File: src/rtl/ones_comp_muldiv_seq_pkg.sv
// ---------------------------------------------------------------------------
// ones_comp_pkg
// Shared definitions for the one's-complement multiply/divide unit:
//   DEFAULT_WIDTH : default word width (MSB is the one's-complement sign)
//   MAXW          : working width of the sign/magnitude helper functions
//   op_e          : operation select (OP_MUL / OP_DIV)
//   state_e       : sequencer states (IDLE, CHECK, RUN, FINISH)
//   to_mag()      : magnitude of a w-bit one's-complement word
//   apply_sign()  : w-bit one's-complement word from sign + magnitude,
//                   mapping a zero magnitude to +0 regardless of sign
// The helpers work on a MAXW-bit bus so any width up to MAXW can share them;
// callers zero-extend operands and size-cast results.
// ---------------------------------------------------------------------------
package ones_comp_pkg;

    localparam int DEFAULT_WIDTH = 15;
    localparam int MAXW          = 64;

    typedef enum logic {
        OP_MUL = 1'b0,
        OP_DIV = 1'b1
    } op_e;

    typedef enum logic [1:0] {
        IDLE   = 2'd0,
        CHECK  = 2'd1,
        RUN    = 2'd2,
        FINISH = 2'd3
    } state_e;

    // Mask with the low w bits set (w = MAXW gives all ones).
    function automatic logic [MAXW-1:0] low_mask(input int w);
        logic [MAXW-1:0] one;
        one      = {{(MAXW-1){1'b0}}, 1'b1};
        low_mask = (one << w) - one;
    endfunction

    // Magnitude (bits w-2:0) of a w-bit one's-complement word.
    function automatic logic [MAXW-1:0] to_mag(input logic [MAXW-1:0] value, input int w);
        logic [MAXW-1:0] one;
        logic            sign;
        one  = {{(MAXW-1){1'b0}}, 1'b1};
        sign = |(value & (one << (w - 1)));
        if (sign) begin
            to_mag = ~value & low_mask(w - 1);
        end else begin
            to_mag = value & low_mask(w - 1);
        end
    endfunction

    // w-bit one's-complement word; a zero magnitude always becomes +0.
    function automatic logic [MAXW-1:0] apply_sign(input logic neg, input logic [MAXW-1:0] mag,
                                                   input int w);
        if (mag == {MAXW{1'b0}}) begin
            apply_sign = {MAXW{1'b0}};
        end else if (neg) begin
            apply_sign = ~mag & low_mask(w);
        end else begin
            apply_sign = mag;
        end
    endfunction

endpackage

File: src/rtl/ones_comp_muldiv_seq_if.sv
// ---------------------------------------------------------------------------
// ones_comp_muldiv_seq_if
// Request/response bundle of the multiply/divide unit.
//   start, op, x, y, numer : request (driven by the master)
//   ready, done, prod, quot, remain, err : status/results (driven by the unit)
// modport master : requester side; modport slave : the unit itself.
// ---------------------------------------------------------------------------
interface ones_comp_muldiv_seq_if
    import ones_comp_pkg::*;
#(
    parameter int WIDTH = DEFAULT_WIDTH
);
    logic                 start;
    logic                 op;
    logic [WIDTH-1:0]     x;
    logic [WIDTH-1:0]     y;
    logic [2*WIDTH-1:0]   numer;
    logic                 ready;
    logic                 done;
    logic [2*WIDTH-1:0]   prod;
    logic [WIDTH-1:0]     quot;
    logic [WIDTH-1:0]     remain;
    logic                 err;

    modport master (
        output start, op, x, y, numer,
        input  ready, done, prod, quot, remain, err
    );

    modport slave (
        input  start, op, x, y, numer,
        output ready, done, prod, quot, remain, err
    );
endinterface

File: src/rtl/ones_comp_muldiv_seq_sign_mag.sv
// ---------------------------------------------------------------------------
// ones_comp_sign_mag
// Combinational split of a WIDTH-bit one's-complement word into its sign
// and (WIDTH-1)-bit magnitude. Both +0 and -0 give magnitude 0.
//   value : one's-complement word (in)
//   sign  : value MSB (out)
//   mag   : magnitude, sign ? ~value : value without the sign bit (out)
// WIDTH must not exceed ones_comp_pkg::MAXW.
// ---------------------------------------------------------------------------
module ones_comp_sign_mag
    import ones_comp_pkg::*;
#(
    parameter int WIDTH = DEFAULT_WIDTH
) (
    input  logic [WIDTH-1:0] value,
    output logic             sign,
    output logic [WIDTH-2:0] mag
);
    assign sign = value[WIDTH-1];
    assign mag  = (WIDTH-1)'(to_mag(MAXW'(value), WIDTH));
endmodule

File: src/rtl/ones_comp_muldiv_seq.sv
// ---------------------------------------------------------------------------
// ones_comp_muldiv_seq
// Iterative one's-complement multiply/divide unit (sign-magnitude datapath).
// Multiply: shift-add over WIDTH-1 multiplier bits, MSB first.
// Divide  : restoring divide, one quotient bit per cycle; divide-by-zero and
//           quotient overflow are flagged on err instead of wrapping.
// Ports:
//   clk   : clock
//   rst_n : synchronous active-low reset
//   bus   : ones_comp_muldiv_seq_if.slave (start/op/x/y/numer in,
//           ready/done/prod/quot/remain/err out, all outputs registered)
// Sequence: IDLE -(start)-> CHECK -> RUN (WIDTH-1 cycles) -> FINISH -> IDLE;
// errors skip RUN. done pulses in the cycle after the FINISH edge.
// Build option: define ONES_COMP_MULDIV_DIV_EN to include the divider;
// without it quot/remain are tied to 0 and every divide returns err=1.
// WIDTH must be >= 4 and 2*WIDTH <= ones_comp_pkg::MAXW.
// ---------------------------------------------------------------------------
module ones_comp_muldiv_seq
    import ones_comp_pkg::*;
#(
    parameter int WIDTH = DEFAULT_WIDTH
) (
    input logic                   clk,
    input logic                   rst_n,
    ones_comp_muldiv_seq_if.slave bus
);
    localparam int MW = WIDTH - 1;       // magnitude bits of a word
    localparam int PW = 2 * WIDTH;       // product / numerator word
    localparam int AW = 2 * WIDTH - 1;   // product / numerator magnitude
    localparam int CW = $clog2(WIDTH);   // iteration counter

    // Input sign/magnitude split
    logic          sx_s;
    logic          sy_s;
    logic [MW-1:0] xmag_s;
    logic [MW-1:0] ymag_s;

    ones_comp_sign_mag #(.WIDTH(WIDTH)) u_sm_x (.value(bus.x), .sign(sx_s), .mag(xmag_s));
    ones_comp_sign_mag #(.WIDTH(WIDTH)) u_sm_y (.value(bus.y), .sign(sy_s), .mag(ymag_s));

    // Sequencer, operand and result state
    state_e        state_q,  state_d;
    op_e           op_q,     op_d;
    logic          sx_q,     sx_d;
    logic          sy_q,     sy_d;
    logic [MW-1:0] xmag_q,   xmag_d;
    logic [MW-1:0] ymag_q,   ymag_d;
    logic [AW-1:0] acc_q,    acc_d;
    logic [CW-1:0] cnt_q,    cnt_d;
    logic          ready_q,  ready_d;
    logic          done_q,   done_d;
    logic [PW-1:0] prod_q,   prod_d;
    logic          err_q,    err_d;

`ifdef ONES_COMP_MULDIV_DIV_EN
    logic          sn_s;
    logic [AW-1:0] nmag_s;

    ones_comp_sign_mag #(.WIDTH(PW)) u_sm_n (.value(bus.numer), .sign(sn_s), .mag(nmag_s));

    logic             sn_q,       sn_d;
    logic [AW-1:0]    nmag_q,     nmag_d;
    logic [MW-1:0]    rem_q,      rem_d;      // partial remainder magnitude
    logic [MW-1:0]    nlo_q,      nlo_d;      // numerator bits still to shift in
    logic [MW-1:0]    quo_q,      quo_d;      // quotient magnitude
    logic             err_pend_q, err_pend_d;
    logic [WIDTH-1:0] quot_q,     quot_d;
    logic [WIDTH-1:0] remain_q,   remain_d;

    // One restoring-divide step: shift the next numerator bit into the
    // remainder and subtract the denominator when it fits.
    logic [WIDTH-1:0] trial_s;
    logic [WIDTH-1:0] diff_s;
    logic             ge_s;
    assign trial_s = {rem_q, nlo_q[MW-1]};
    assign diff_s  = trial_s - {1'b0, ymag_q};
    assign ge_s    = (trial_s >= {1'b0, ymag_q});
`endif

    // Next-state and datapath logic for all registers
    always_comb begin
        state_d = state_q;
        op_d    = op_q;
        sx_d    = sx_q;
        sy_d    = sy_q;
        xmag_d  = xmag_q;
        ymag_d  = ymag_q;
        acc_d   = acc_q;
        cnt_d   = cnt_q;
        done_d  = 1'b0;
        prod_d  = prod_q;
        err_d   = err_q;
`ifdef ONES_COMP_MULDIV_DIV_EN
        sn_d       = sn_q;
        nmag_d     = nmag_q;
        rem_d      = rem_q;
        nlo_d      = nlo_q;
        quo_d      = quo_q;
        err_pend_d = err_pend_q;
        quot_d     = quot_q;
        remain_d   = remain_q;
`endif

        case (state_q)
            IDLE: begin
                if (bus.start) begin
                    op_d    = op_e'(bus.op);
                    sx_d    = sx_s;
                    sy_d    = sy_s;
                    xmag_d  = xmag_s;
                    ymag_d  = ymag_s;
`ifdef ONES_COMP_MULDIV_DIV_EN
                    sn_d    = sn_s;
                    nmag_d  = nmag_s;
`endif
                    state_d = CHECK;
                end else begin
                    state_d = IDLE;
                end
            end

            CHECK: begin
                acc_d = {AW{1'b0}};
                cnt_d = CW'(MW);
                if (op_q == OP_DIV) begin
`ifdef ONES_COMP_MULDIV_DIV_EN
                    // Upper numerator bits start as the partial remainder;
                    // they are below the denominator whenever no overflow.
                    rem_d = nmag_q[AW-2:MW];
                    nlo_d = nmag_q[MW-1:0];
                    quo_d = {MW{1'b0}};
                    // Quotient needs more than MW bits when numer >= denom << MW.
                    if ((ymag_q == {MW{1'b0}}) ||
                        (nmag_q >= {1'b0, ymag_q, {MW{1'b0}}})) begin
                        err_pend_d = 1'b1;
                        state_d    = FINISH;
                    end else begin
                        err_pend_d = 1'b0;
                        state_d    = RUN;
                    end
`else
                    state_d = FINISH;
`endif
                end else begin
                    state_d = RUN;
                end
            end

            RUN: begin
                cnt_d = cnt_q - {{(CW-1){1'b0}}, 1'b1};
                if (op_q == OP_MUL) begin
                    // MSB-first shift-add: acc = 2*acc + (ybit ? x : 0).
                    acc_d  = {acc_q[AW-2:0], 1'b0} +
                             (ymag_q[MW-1] ? {{WIDTH{1'b0}}, xmag_q} : {AW{1'b0}});
                    ymag_d = {ymag_q[MW-2:0], 1'b0};
                end else begin
`ifdef ONES_COMP_MULDIV_DIV_EN
                    rem_d = ge_s ? MW'(diff_s) : trial_s[MW-1:0];
                    nlo_d = {nlo_q[MW-2:0], 1'b0};
                    quo_d = {quo_q[MW-2:0], ge_s};
`else
                    acc_d = acc_q;
`endif
                end
                if (cnt_d == {CW{1'b0}}) begin
                    state_d = FINISH;
                end else begin
                    state_d = RUN;
                end
            end

            FINISH: begin
                done_d  = 1'b1;
                state_d = IDLE;
                if (op_q == OP_MUL) begin
                    prod_d = PW'(apply_sign(sx_q ^ sy_q, MAXW'(acc_q), PW));
                    err_d  = 1'b0;
                end else begin
`ifdef ONES_COMP_MULDIV_DIV_EN
                    if (err_pend_q) begin
                        quot_d   = {WIDTH{1'b0}};
                        remain_d = {WIDTH{1'b0}};
                        err_d    = 1'b1;
                    end else begin
                        quot_d   = WIDTH'(apply_sign(sn_q ^ sy_q, MAXW'(quo_q), WIDTH));
                        remain_d = WIDTH'(apply_sign(sn_q, MAXW'(rem_q), WIDTH));
                        err_d    = 1'b0;
                    end
`else
                    err_d = 1'b1;
`endif
                end
            end

            default: begin
                state_d = IDLE;
            end
        endcase

        ready_d = (state_d == IDLE);
    end

    // State and output registers with synchronous reset
    always_ff @(posedge clk) begin
        if (!rst_n) begin
            state_q <= IDLE;
            op_q    <= OP_MUL;
            sx_q    <= 1'b0;
            sy_q    <= 1'b0;
            xmag_q  <= {MW{1'b0}};
            ymag_q  <= {MW{1'b0}};
            acc_q   <= {AW{1'b0}};
            cnt_q   <= {CW{1'b0}};
            ready_q <= 1'b1;
            done_q  <= 1'b0;
            prod_q  <= {PW{1'b0}};
            err_q   <= 1'b0;
`ifdef ONES_COMP_MULDIV_DIV_EN
            sn_q       <= 1'b0;
            nmag_q     <= {AW{1'b0}};
            rem_q      <= {MW{1'b0}};
            nlo_q      <= {MW{1'b0}};
            quo_q      <= {MW{1'b0}};
            err_pend_q <= 1'b0;
            quot_q     <= {WIDTH{1'b0}};
            remain_q   <= {WIDTH{1'b0}};
`endif
        end else begin
            state_q <= state_d;
            op_q    <= op_d;
            sx_q    <= sx_d;
            sy_q    <= sy_d;
            xmag_q  <= xmag_d;
            ymag_q  <= ymag_d;
            acc_q   <= acc_d;
            cnt_q   <= cnt_d;
            ready_q <= ready_d;
            done_q  <= done_d;
            prod_q  <= prod_d;
            err_q   <= err_d;
`ifdef ONES_COMP_MULDIV_DIV_EN
            sn_q       <= sn_d;
            nmag_q     <= nmag_d;
            rem_q      <= rem_d;
            nlo_q      <= nlo_d;
            quo_q      <= quo_d;
            err_pend_q <= err_pend_d;
            quot_q     <= quot_d;
            remain_q   <= remain_d;
`endif
        end
    end

    assign bus.ready  = ready_q;
    assign bus.done   = done_q;
    assign bus.prod   = prod_q;
    assign bus.err    = err_q;
`ifdef ONES_COMP_MULDIV_DIV_EN
    assign bus.quot   = quot_q;
    assign bus.remain = remain_q;
`else
    assign bus.quot   = {WIDTH{1'b0}};
    assign bus.remain = {WIDTH{1'b0}};
`endif

endmodule

File: src/flat_wrapper.sv
// flat-port wrapper written by rule: the top's interface ports become plain ports
module ones_comp_muldiv_seq_flat import ones_comp_pkg::*;
#(
    parameter int WIDTH = DEFAULT_WIDTH
)
  (clk, rst_n, bus_start, bus_op, bus_x, bus_y, bus_numer, bus_ready, bus_done, bus_prod, bus_quot, bus_remain, bus_err);
  ones_comp_muldiv_seq_if #(.WIDTH(WIDTH)) bus_i ();
  input logic clk;
  input logic rst_n;
  input wire logic [$bits(bus_i.start)-1:0] bus_start;
  input wire logic [$bits(bus_i.op)-1:0] bus_op;
  input wire logic [$bits(bus_i.x)-1:0] bus_x;
  input wire logic [$bits(bus_i.y)-1:0] bus_y;
  input wire logic [$bits(bus_i.numer)-1:0] bus_numer;
  output wire logic [$bits(bus_i.ready)-1:0] bus_ready;
  output wire logic [$bits(bus_i.done)-1:0] bus_done;
  output wire logic [$bits(bus_i.prod)-1:0] bus_prod;
  output wire logic [$bits(bus_i.quot)-1:0] bus_quot;
  output wire logic [$bits(bus_i.remain)-1:0] bus_remain;
  output wire logic [$bits(bus_i.err)-1:0] bus_err;
  assign bus_i.start = bus_start;
  assign bus_i.op = bus_op;
  assign bus_i.x = bus_x;
  assign bus_i.y = bus_y;
  assign bus_i.numer = bus_numer;
  assign bus_ready = bus_i.ready;
  assign bus_done = bus_i.done;
  assign bus_prod = bus_i.prod;
  assign bus_quot = bus_i.quot;
  assign bus_remain = bus_i.remain;
  assign bus_err = bus_i.err;
  ones_comp_muldiv_seq #(.WIDTH(WIDTH)) u_core (.clk(clk), .rst_n(rst_n), .bus(bus_i));
endmodule
File: config.mk
export PLATFORM = sky130hd
export DESIGN_NAME = ones_comp_muldiv_seq_flat
export DESIGN_NICKNAME = d
export VERILOG_FILES = /design/src/rtl/ones_comp_muldiv_seq_pkg.sv /design/src/rtl/ones_comp_muldiv_seq_if.sv /design/src/rtl/ones_comp_muldiv_seq_sign_mag.sv /design/src/rtl/ones_comp_muldiv_seq.sv /design/src/flat_wrapper.sv
export SDC_FILE = /design/constraint.sdc
export NUM_CORES = 1
export LEC_CHECK = 0
export ABC_AREA = 1
export BUFFER_PORTS_ARGS = -buffer_cell sky130_fd_sc_hd__buf_2
export CAP_MARGIN = 5
export CORE_ASPECT_RATIO = 1.1
export CORE_MARGIN = 2
export CORE_UTILIZATION = 25
export CTS_BUF_LIST = sky130_fd_sc_hd__clkbuf_8
export DETAILED_ROUTE_END_ITERATION = 10
export PLACE_DENSITY_LB_ADDON = 0.2
export SLEW_MARGIN = 5
export SYNTH_ARGS = -nofsm -noshare
export SYNTH_HDL_FRONTEND = slang
export SYNTH_SLANG_ARGS = --single-unit
File: constraint.sdc
create_clock -name clk -period 2.08 [get_ports clk]
set_input_delay 0.52 -clock clk [delete_from_list [all_inputs] [get_ports clk]]
set_output_delay 0.52 -clock clk [all_outputs]
set_load 0.05 [all_outputs]
* Word level (Yosys, flattened, before mapping)
Index checks and enable logic that the tools add are counted.
W data, S select, Z words.
** Word-level totals
- Bits in registers :: 99
- Output and inout bits :: 63
** Cells by class
- Add/subtract/negate cells :: 2
- Bitwise gates (word level) :: 5
- Muxes and demuxes :: 17
- Reductions and logical operators :: 10
- Eq/ne operators :: 5
** Operator list (number)
- $mux W14 :: 5
- $mux W30 :: 2
- $pmux W29 S2 :: 1
- $not A29 Y30 :: 1
- $add A29 B29 Y29 :: 1
- $logic_not A29 Y1 :: 1
- $mux W29 :: 1
- $not A14 Y14 :: 2
- $pmux W14 S2 :: 1
- $pmux W2 S4 :: 1
- $pmux W4 S2 :: 1
- $reduce_and A2 Y1 :: 3
- $mux W1 :: 5
- $eq A2 B2 Y1 const B :: 2
- $logic_not A2 Y1 :: 2
- $logic_not A4 Y1 :: 1
- $ne A2 B2 Y1 const B :: 2
- $reduce_bool A2 Y1 :: 2
- $sub A4 B1 Y4 const B :: 1
- $reduce_and A3 Y1 :: 1
- $eq A2 B1 Y1 const B :: 1
- $not A1 Y1 :: 1
- $xor A1 B1 Y1 :: 1

* Depth between registers and ports, before layout
- Word-level depth :: 5
- Depth in mapped cells :: 15
- Depth with buffers taken out :: 14

* Hierarchy
Synthesis repeated with hierarchy kept, for this count alone.
** Second synthesis, totals
- Cell total of the unflattened synthesis :: 959
- Area, all modules :: 6143.4 µm²
** By module, submodules not included
- ones_comp_muldiv_seq :: cells an instance 839, area an instance 5660.4 µm², times used 1
- ones_comp_sign_mag (u_core.u_sm_y) :: cells an instance 60, area an instance 242.7 µm², times used 1
- ones_comp_sign_mag (u_core.u_sm_x) :: cells an instance 60, area an instance 240.2 µm², times used 1

* Worst setup path after synthesis
OpenSTA, ideal clock, no wires.
- Path kind :: flip-flop to flip-flop
- From :: reg u_core.ymag_q[13]
- To :: reg u_core.acc_q[17]
- Arrival time :: 1971 ps
- Setup slack :: -25 ps
- Data required time :: 1946 ps
- Period minus slack after synthesis :: 2105 ps
- Stages on the path, launching flop included :: 15
- Cells stage by stage :: dfxtp_1 clkbuf_1 nand2_1 inv_1 ha_1 fa_1 nand2_1 nand3_1 nand3_1 nand2_2 nand2_1 nand2_2 or2_1 nand3_1 a21oi_1
** On the way
- Cells in the longest elaborated chain, start to end :: 4
** RTL lines
- start, declared :: RTL line ones_comp_muldiv_seq.sv:47 : logic [MW-1:0] ymag_q, ymag_d;
- start signal, assigned :: RTL line ones_comp_muldiv_seq.sv:211 : ymag_q <= {MW{1'b0}};
- start signal, assigned :: RTL line ones_comp_muldiv_seq.sv:234 : ymag_q <= ymag_d;
- $mux W14 :: RTL line ones_comp_muldiv_seq.sv:154 : (ymag_q[MW-1] ? {{WIDTH{1'b0}}, xmag_q} : {AW{1'b0}});
- $add A29 B29 Y29 :: RTL line ones_comp_muldiv_seq.sv:153 : acc_d = {acc_q[AW-2:0], 1'b0} +
- $mux W29 :: RTL line ones_comp_muldiv_seq.sv:151 : if (op_q == OP_MUL) begin
- $pmux W29 S2 :: RTL line ones_comp_muldiv_seq.sv:104 : case (state_q)
- end signal, assigned :: RTL line ones_comp_muldiv_seq.sv:212 : acc_q <= {AW{1'b0}};
- end, declared :: RTL line ones_comp_muldiv_seq.sv:48 : logic [AW-1:0] acc_q, acc_d;
No other way between the ends. The select of a mux whose other input is x is not followed.
A chain may end at the register's enable or synchronous reset.

* Worst setup path in the final report
- From :: reg u_core.ymag_q[13]
- To :: reg u_core.acc_q[23]
The elaborated chain is that of the path after synthesis.

==> metrics.yaml <==
status: "finished clean"
hold_end: "u_core.ymag_q[7]$_SDFFE_PN0P_"
gr-usage-all-layers_pct: 12.7
fin_crit_sh_pct: 97.0
insertion_delay_ns: 0.40
routedWlPerCell_um: 12.7
setup_viol: 0
fin_crit_ns: 2.02
leakagePower_uw: 0.00350
stdcell_area_sq_um: 7410
skew_ns: 0.0157
diodes: 0
critPathMaxFanout: 6
clock_sink_count: 99
synthArstFlopShare_pct: 0
drv_slew: 0
num_io_pins: 127
cap_violations: 0
dp_hpwl_mm: 11.8
ff2ff_path_depth: 12
min_from: "bus_y[7]"
fill_cells: 2555
syn_area_sq_um: 5960
critPathBufInv: 2
synth_flop_cell: "dfxtp_1"
dpl_cell_area_sq_um: 6710
detail_route.first_pass.iterations: 5
grt_pass1_vias: 4914
critPathLaunchType: "flop"
worstPathCellList: "nand2_1 > inv_2 > ha_4 > fa_2 > buf_4 > nand2_1 > nand3_1 > nand3_1 > nand2_1 > nand2_1 > nand3_2 > a21oi_1"
finalWorstSetupSlack_ns: 0.0627
ir_drop_v: 0.000304
final_cell_mix: "nand2_1 (191), dfxtp_1 (98), a21oi_1 (83), inv_1 (70)"
hold_viol: 0
drt_iter0_drc: 291
place_congestion: 0.840
synth-seq-area-share_pct: 33.2
worstMarginPinSlew_ns: 0.504
fin_cells: 1250
place_ws_ns: -0.211
portBuffers: 66
htreeDepth: 3
die_x_um: 151
end_kind: "flop"
synthToLayoutAreaGrowth_pct: 24.2
die_y_um: 166
final_common_cell: "nand2_1"
antenna_left: 0
cts_buffers: 9
initial_utilization_pct: 25.3
cts_root_buf: "clkbuf_8"
r2r-end: "u_core.acc_q[23]$_SDFFE_PN0P_"
via_count: 5382
syn_inst: 853
cts_max_path_buffers: 2
hold_depth: 3
synth.avg_cell_area_sq_um: 6.99
rsz0062_at_grt: "yes"
synth.distinct_cells: 40
dp_cells: 1225
crit_top_cell: "nand2_1"
fmax_mhz: 496
crit_type: "reg2reg"
grt_overflow: 0
via_per_inst: 4.31
r2r_setup_slack_ns: 0.06
rr_startpoint: "u_core.ymag_q[13]$_SDFFE_PN0P_"
core_area_sq_um: 23500
dieArea_sq_um: 25100
critical-path-top-delay-family: "simple AND/OR/NAND/NOR gates"
rows: 59
synth_edf_count: 0
cp_slowest_stage_delay_ns: 0.39
clk_pin_slew_worst_paths_ns: 0.11
worstSetupStartpoint: "u_core.ymag_q[13]$_SDFFE_PN0P_"
grt_max_degree: 36
final.setup.tns_ns: 0
final_core_util_pct: 31.4
powerDensity_nw_per_um2: 588
cts_tree: "built"
worstPathRequired_ns: 2.41
ys_ff_latch: 99
ys_warn_count: 0
cp_slowest_cell: "fa_2"
relSlewSlack_pct: 66.4
totalWireLength_mm: 15.9
antenna_found_initial: 0
grt_pass1_wl_mm: 25.4
drive_gt1_share_pct: 26.2
fin_nets: 1024
drc_errors: 0
min_path_type: "in2reg"
crit_arrival_ns: 2.35
## where the power goes
group	switching, uW	internal (uW)	total (uW)
Sequential	57.3	1990	2050
Clock	747	686	1430
Combinational	580	293	873
## per-stage QoR
step	power, uW	hold WS, ns
floorplan	2750	0.445
global placement	2920	0.435
detailed placement	2920	0.434
CTS	4400	0.383
global route	4590	0.400
finish	4350	0.411
## flip-flops by register name, summed over array words and instances, names as in the netlist, 2 cells and up
| signal | flops |
|---|---|
| u_core.state_q | 2 |
| u_core.acc_q | 29 |
| u_core.cnt_q | 4 |
| u_core.xmag_q | 14 |
| u_core.bus.prod | 30 |
| u_core.ymag_q | 14 |
## Yosys cell counts, types with 4 or more instances
cell type / count / area, sq um
a21oi_1: 93 / 465
buf_2: 21 / 105
buf_4: 39 / 293
clkbuf_1: 17 / 63.8
dfxtp_1: 99 / 1980
ha_1: 19 / 238
inv_1: 77 / 289
inv_2: 4 / 15.0
nand2_1: 209 / 785
nand2_2: 5 / 31.3
nand3_1: 53 / 265
nand3b_1: 6 / 45.0
nand4_1: 8 / 50.1
nor2_1: 34 / 128
nor2_2: 4 / 25.0
nor3_2: 4 / 40.0
o21ai_0: 66 / 330
o21ai_2: 10 / 87.6
xnor2_1: 17 / 149
xor2_1: 35 / 307
## worst max path at each step
stage	endpoint	slack, ns	cells past startpoint
after floorplan	u_core.acc_q[17]$_SDFFE_PN0P_	0.01	14
after global placement	u_core.acc_q[28]$_SDFFE_PN0P_	-0.23	12
after detailed placement	u_core.acc_q[10]$_SDFFE_PN0P_	-0.21	10
after CTS	u_core.acc_q[24]$_SDFFE_PN0P_	-0.01	12
after global routing	u_core.acc_q[21]$_SDFFE_PN0P_	-0.03	12
final	u_core.acc_q[23]$_SDFFE_PN0P_	0.06	12
## final cells by class
class,instances,area [sq um],area share [%]
multi-input cells,623,3700,50.0
repair buffers,126,810,10.9
well taps,305,382,5.15
clock inverters,7,98.8,1.33
flip-flops and latches,99,1990,26.8
inverters,81,304,4.11
clock buffers,9,124,1.67
## worst register-to-register path: stages (launching register included)
cell     delay, ns
dfxtp_4       0.38
nand2_1       0.08
inv_2         0.05
ha_4          0.16
fa_2          0.39
buf_4         0.16
nand2_1       0.06
nand3_1       0.17
nand3_1       0.18
nand2_1       0.06
nand2_1       0.07
nand3_2       0.08
a21oi_1       0.12
## cells by family (layout without fill, tap and decap cells)
kind of cell | after synthesis | after routing | share of synthesized area [%]
other | 1 | 30 | 0.0629
AOI/OAI and AO/OA | 182 | 182 | 16.4
DFF | 99 | 99 | 33.2
buffers and inverters | 160 | 223 | 13.4
adders and majority gates | 20 | 20 | 4.32
and+or+nand+nor | 339 | 339 | 25.0
xor gates and xnor gates | 52 | 52 | 7.64
## metal layers
metal	vias to the layer above	GRT usage, %	part of all wire (%)
li1	2862	-	-
met1	2430	17.0	48
met2	82	20.5	47
met3	8	3.13	4.2
met4	0	3.29	0.98
met5	-	0	0
## timing repair
| item | in CTS | in global routing |
|---|---|---|
| hold buffers | 0 | 0 |
| gates resized for setup | 9 | 81 |
| pin swaps | 2 | 19 |
| buffers inserted | 4 | 5 |
| endpoints found under the setup margin | 24 | 23 |
Note: power is estimated with default switching activity, not from simulation.
